--- src/rtl/spi_sample_avg.sv ---
// spi_sample_avg: consumer of the 16-bit SPI master's receive word.
// Captures each frame on the chip-select rising edge and produces block
// average, minimum and maximum over 2^LOG2_N consecutive samples.
module spi_sample_avg #(
  parameter int unsigned DATA_W = 16,
  parameter int unsigned LOG2_N = 3
) (
  input  logic              i_clk,
  input  logic              i_rst,
  input  logic              i_cs,
  input  logic [DATA_W-1:0] i_data,
  input  logic              i_clr,
  output logic [DATA_W-1:0] o_sample,
  output logic              o_sample_valid,
  output logic [DATA_W-1:0] o_avg,
  output logic [DATA_W-1:0] o_min,
  output logic [DATA_W-1:0] o_max,
  output logic              o_avg_valid,
  output logic [LOG2_N-1:0] o_count
);

  localparam int unsigned ACC_W = DATA_W + LOG2_N;

  logic              r_cs_d;
  logic [DATA_W-1:0] r_sample;
  logic              r_sample_valid;
  logic [ACC_W-1:0]  r_acc;
  logic [DATA_W-1:0] r_run_min;
  logic [DATA_W-1:0] r_run_max;
  logic [LOG2_N-1:0] r_count;
  logic [DATA_W-1:0] r_avg;
  logic [DATA_W-1:0] r_min;
  logic [DATA_W-1:0] r_max;
  logic              r_avg_valid;

  logic              w_frame_end;
  logic              w_last;
  logic [ACC_W-1:0]  w_acc_sum;
  logic [DATA_W-1:0] w_avg;
  logic [DATA_W-1:0] w_min_next;
  logic [DATA_W-1:0] w_max_next;

  // Frame-end detect, window-position flag and the combinational update values
  always_comb begin
    w_frame_end = i_cs & ~r_cs_d;
    w_last      = (r_count == '1);
    w_acc_sum   = r_acc + ACC_W'(i_data);
    w_avg       = w_acc_sum[ACC_W-1:LOG2_N];
    w_min_next  = r_run_min;
    w_max_next  = r_run_max;
    if (r_count == '0) begin
      w_min_next = i_data;
      w_max_next = i_data;
    end else begin
      if (i_data < r_run_min) w_min_next = i_data;
      if (i_data > r_run_max) w_max_next = i_data;
    end
  end

  // Sample capture, window accumulation and completed-window result registers
  always_ff @(posedge i_clk or posedge i_rst) begin
    if (i_rst) begin
      r_cs_d         <= 1'b1;
      r_sample       <= '0;
      r_sample_valid <= 1'b0;
      r_acc          <= '0;
      r_run_min      <= '0;
      r_run_max      <= '0;
      r_count        <= '0;
      r_avg          <= '0;
      r_min          <= '0;
      r_max          <= '0;
      r_avg_valid    <= 1'b0;
    end else begin
      r_cs_d         <= i_cs;
      r_sample_valid <= w_frame_end;
      r_avg_valid    <= 1'b0;
      if (w_frame_end) r_sample <= i_data;
      // Clear outranks a coincident frame end: the sample is shown but not counted.
      if (i_clr) begin
        r_acc     <= '0;
        r_run_min <= '0;
        r_run_max <= '0;
        r_count   <= '0;
      end else if (w_frame_end) begin
        if (w_last) begin
          r_avg       <= w_avg;
          r_min       <= w_min_next;
          r_max       <= w_max_next;
          r_avg_valid <= 1'b1;
          r_acc       <= '0;
          r_run_min   <= '0;
          r_run_max   <= '0;
          r_count     <= '0;
        end else begin
          r_acc     <= w_acc_sum;
          r_run_min <= w_min_next;
          r_run_max <= w_max_next;
          r_count   <= r_count + LOG2_N'(1);
        end
      end
    end
  end

  assign o_sample       = r_sample;
  assign o_sample_valid = r_sample_valid;
  assign o_avg          = r_avg;
  assign o_min          = r_min;
  assign o_max          = r_max;
  assign o_avg_valid    = r_avg_valid;
  assign o_count        = r_count;

endmodule

--- config.mk ---
export PLATFORM = sky130hd
export DESIGN_NAME = spi_sample_avg
export DESIGN_NICKNAME = d
export VERILOG_FILES = /design/src/rtl/spi_sample_avg.sv
export SDC_FILE = /design/constraint.sdc
export NUM_CORES = 1
export LEC_CHECK = 0
export BUFFER_PORTS_ARGS = -buffer_cell sky130_fd_sc_hd__buf_2
export CAP_MARGIN = 25
export CORE_MARGIN = 3
export CORE_UTILIZATION = 53
export DETAILED_ROUTE_END_ITERATION = 8
export PLACE_DENSITY_LB_ADDON = 0.25
export RECOVER_POWER = 100
export SYNTH_ARGS = -nofsm -noshare
export SYNTH_HDL_FRONTEND = slang
export SYNTH_SLANG_ARGS = --single-unit
--- constraint.sdc ---
create_clock -name i_clk -period 3.3 [get_ports i_clk]
set_clock_uncertainty 0.05 [all_clocks]
set_input_delay 0.33 -clock i_clk [delete_from_list [all_inputs] [get_ports i_clk]]
set_output_delay 0.33 -clock i_clk [all_outputs]
set_load 0.005 [all_outputs]
==> summary.md <==
| Metric | Value |
|---|---|
| Reg2Reg Setup Slack | `410 ps` |
| Startpoint types | `flip-flop` |
| R2R depth | `8` |
| Async SR Flop Fraction | `1.00` |
| Synthesized Nets | `755` |
| WL/cell | `approximately 19 um` |
| Area of the multi-input gates | `0.00326 mm^2` |
| Crit. Startpoint | `r_run_max[1]` |
| Fmax | `~350 MHz` |
| Horiz. Die Dim | `118 um` |
| Worst Path Required | `3610 ps` |
| Inserted Diodes | `0` |
| Status | `complete, but fails checks` |
| CP Max Fanout | `16` |
| DP Worst Slack | `461 ps` |
| Hold Crit Endpoint | `o_count[2]` |
| Yosys reg bits | `121` |
| Syn Area/Cell | `roughly 9.7 um^2` |
| Top post-synthesis cells by area | `dfrtp_1, ha_1, nand2_1` |
| Largest stage delay, worst path | `roughly 940 ps` |
| Die height | `118 um` |
| Routability cong. | `0.886` |
| Synth top cells by count | `nand2_1, dfrtp_1, ha_1` |
| Hold depth | `2` |
| Mapped Cells | `684` |
| CP cell instances | `inv_1 > ha_1 > nor2b_1 > o211ai_2 > a211oi_1 > o41ai_4 > a221oi_2 > a22o_1` |
| Grt ovf | `0` |
| Layout fillers | `1,032` |
| Max clock buf depth | `2` |
| Placed standard-cell area | `0.00725 mm^2` |
| Met3 routed WL | `1230 um` |
| RR Startpoint | `r_run_max[1]` |
| CTS Sinks | `approximately 120` |
| Clock latency on the worst-skew pair | `420 ps` |
| P&R area growth vs syn | `18.0%` |
| Mapped cell area | `0.00663 mm^2` |
| Synth Flop Type | `dfrtp_1` |
| Pwr Density | `around 540 mW/mm^2` |
| Met1 WL | `7610 um` |
| Routed Antenna Nets | `0` |
| RSZ-0062 raised after global routing | `false` |
| Failing checks | `capacitance limit, slew limit` |
| Synthesis Warnings | `0` |
| Leakage | `3.68 nW` |
| Crit path time final | `2890 ps` |
| Worst Max-Slew Pin Slew | `1710 ps` |
| Final Cycle Share | `0.875` |
| Setup ws final | `412 ps` |
| Hold_ws | `119 ps` |
| First-pass GRT wire length | `29,800 um` |
| Max-cap violations | `1` |
| Reg-to-reg critical path endpoint | `r_run_max[7]` |
| DRC Markers | `0` |
| VDD IR max | `274 uV` |
| # rows | `40` |
| Vias in the first global route | `between 5,000 and 6,000` |
| Total global-route track usage | `0.270` |
| Clock buffer count from CTS | `17` |
| EDFF count, synth | `0` |
| Largest net degree at the start of global routing | `50` |
| CTS tree | `yes` |
| WL final | `18,200 um` |
| Drt pass-1 iters | `7` |
| Setup TNS | `0 ps` |
| Top Layer Used | `met4` |
| Max stage delay cell, worst path | `a221oi_2` |
| WS Path Type | `reg2reg` |
| Top-area cell type share of the netlist area | `0.453` |
| Yosys cell types | `between 50 and 60` |
| Resized cells post-CTS | `0` |
| Placed insts | `922` |
| Fin cells | `955` |
| CP arrival | `3190 ps` |
| Hold_buf cts | `1` |
| Finished Cell Area | `0.00782 mm^2` |
| Antenna violations before repair | `0` |
| Sequential area share after synthesis | `0.457` |
| Final max-slew violation count | `37` |
| Clock root cell | `clkbuf_16` |
| Final hold viol count | `0` |
| Ports | `89` |
| Nets | `845` |
| Post-CTS setup buffers | `0` |
| CP Capture Type | `flip-flop` |
| Vias | `5,818` |
| Starting DRT DRC Count | `391` |
| Top-count cell post-synth | `nand2_1` |
| Layout cells sized above 1 | `0.137` |
| Final design utilization | `0.645` |
| Total Power | `4.22 mW` |
| Routed wl met2 | `8890 um` |
| Clk slew on worst S/H paths | `about 60 ps` |
| Die area | `roughly 0.014 mm^2` |
| Final Setup Violations | `0` |
| Rel. slew slack | `-0.145` |
| HP Start | `i_clr` |
| HPWL after detailed placement | `between 10,000 and 15,000 um` |
| Vias per std cell | `6.09` |
| Flip-flop and latch area | `0.00303 mm^2` |
| Hold Path Class | `in2reg` |
| Leading area contributor after synthesis | `dfrtp_1` |
| Core Area | `around 0.012 mm^2` |
| Initial Util | `0.547` |
| Port Buffers | `88` |
| Htree depth | `4` |
-- state kept, by name, indices dropped and copies added (netlist names) --
signal,cells
o_avg_valid,1
o_min,16
o_sample,16
o_sample_valid,1
r_cs_d,1
r_run_min,16
r_run_max,16
r_acc,19
o_count,3
o_avg,16
o_max,16
-- how the worst max path moves through the flow --
stage	to	slack [ps]	depth (start not counted)
final	r_run_max[7]	410	8
after global routing	r_run_max[15]	270	8
after CTS	r_run_max[6]	550	8
after detailed placement	r_run_max[12]	460	8
after global placement	r_run_max[3]	580	8
after floorplan	o_max[0]	1070	9
-- cells by family after synthesis --
| kind of cell | after synthesis | share of synthesized area |
|---|---|---|
| compound gates | 222 | 0.243 |
| simple gates | 200 | 0.135 |
| flops | 121 | 0.457 |
| buf+inv | 76 | 0.0480 |
| fa+ha+maj | 51 | 0.0975 |
| xor+xnor | 14 | 0.0185 |
-- layout make-up --
class / count / share of cell area
clock buffers: 21 / 0.0602
repair buffers: 105 / 0.0634
flip-flops and latches: 121 / 0.388
multi-input cells: 487 / 0.417
inverters: 42 / 0.0203
clock inverters: 11 / 0.0247
well taps: 168 / 0.0269
-- report_power, final --
| group | total, mW | leakage (nW) | switching [mW] | internal (mW) |
|---|---|---|---|---|
| Combinational | 0.545 | 1.72 | 0.353 | 0.192 |
| Clock | 2.08 | 0.319 | 0.682 | 1.40 |
| Sequential | 1.59 | 1.64 | 0.0471 | 1.55 |
-- critical path: cells and delay by family, from the launching register on --
kind / cells / cell delay [ps]
simple gates: 1 / 180
flops: 1 / 400
buf+inv: 1 / 60
compound gates: 5 / 1840
fa+ha+maj: 1 / 280
-- per-layer routing --
layer | GRT usage | vias to the layer above
met5 | 0 | -
met3 | 0.0697 | 37
met4 | 0.108 | 0
met1 | 0.353 | 2870
met2 | 0.431 | 230
li1 | - | 2681
-- layout by cell type, fill, tap and decap left out, drive strengths merged, types with 6 or more instances in the layout --
cell	instances
a21oi	26
o211ai	21
a211oi	6
o221a	17
ha	50
a21o	9
nor2	9
dfrtp	120
a22o	34
inv	40
nor3	6
clkbuf	66
xor2	6
buf	59
o22ai	18
nor2b	7
xnor2	8
nand3	21
o21ai	65
nand4	22
nand2	125
(Power assumes the default switching activity.)
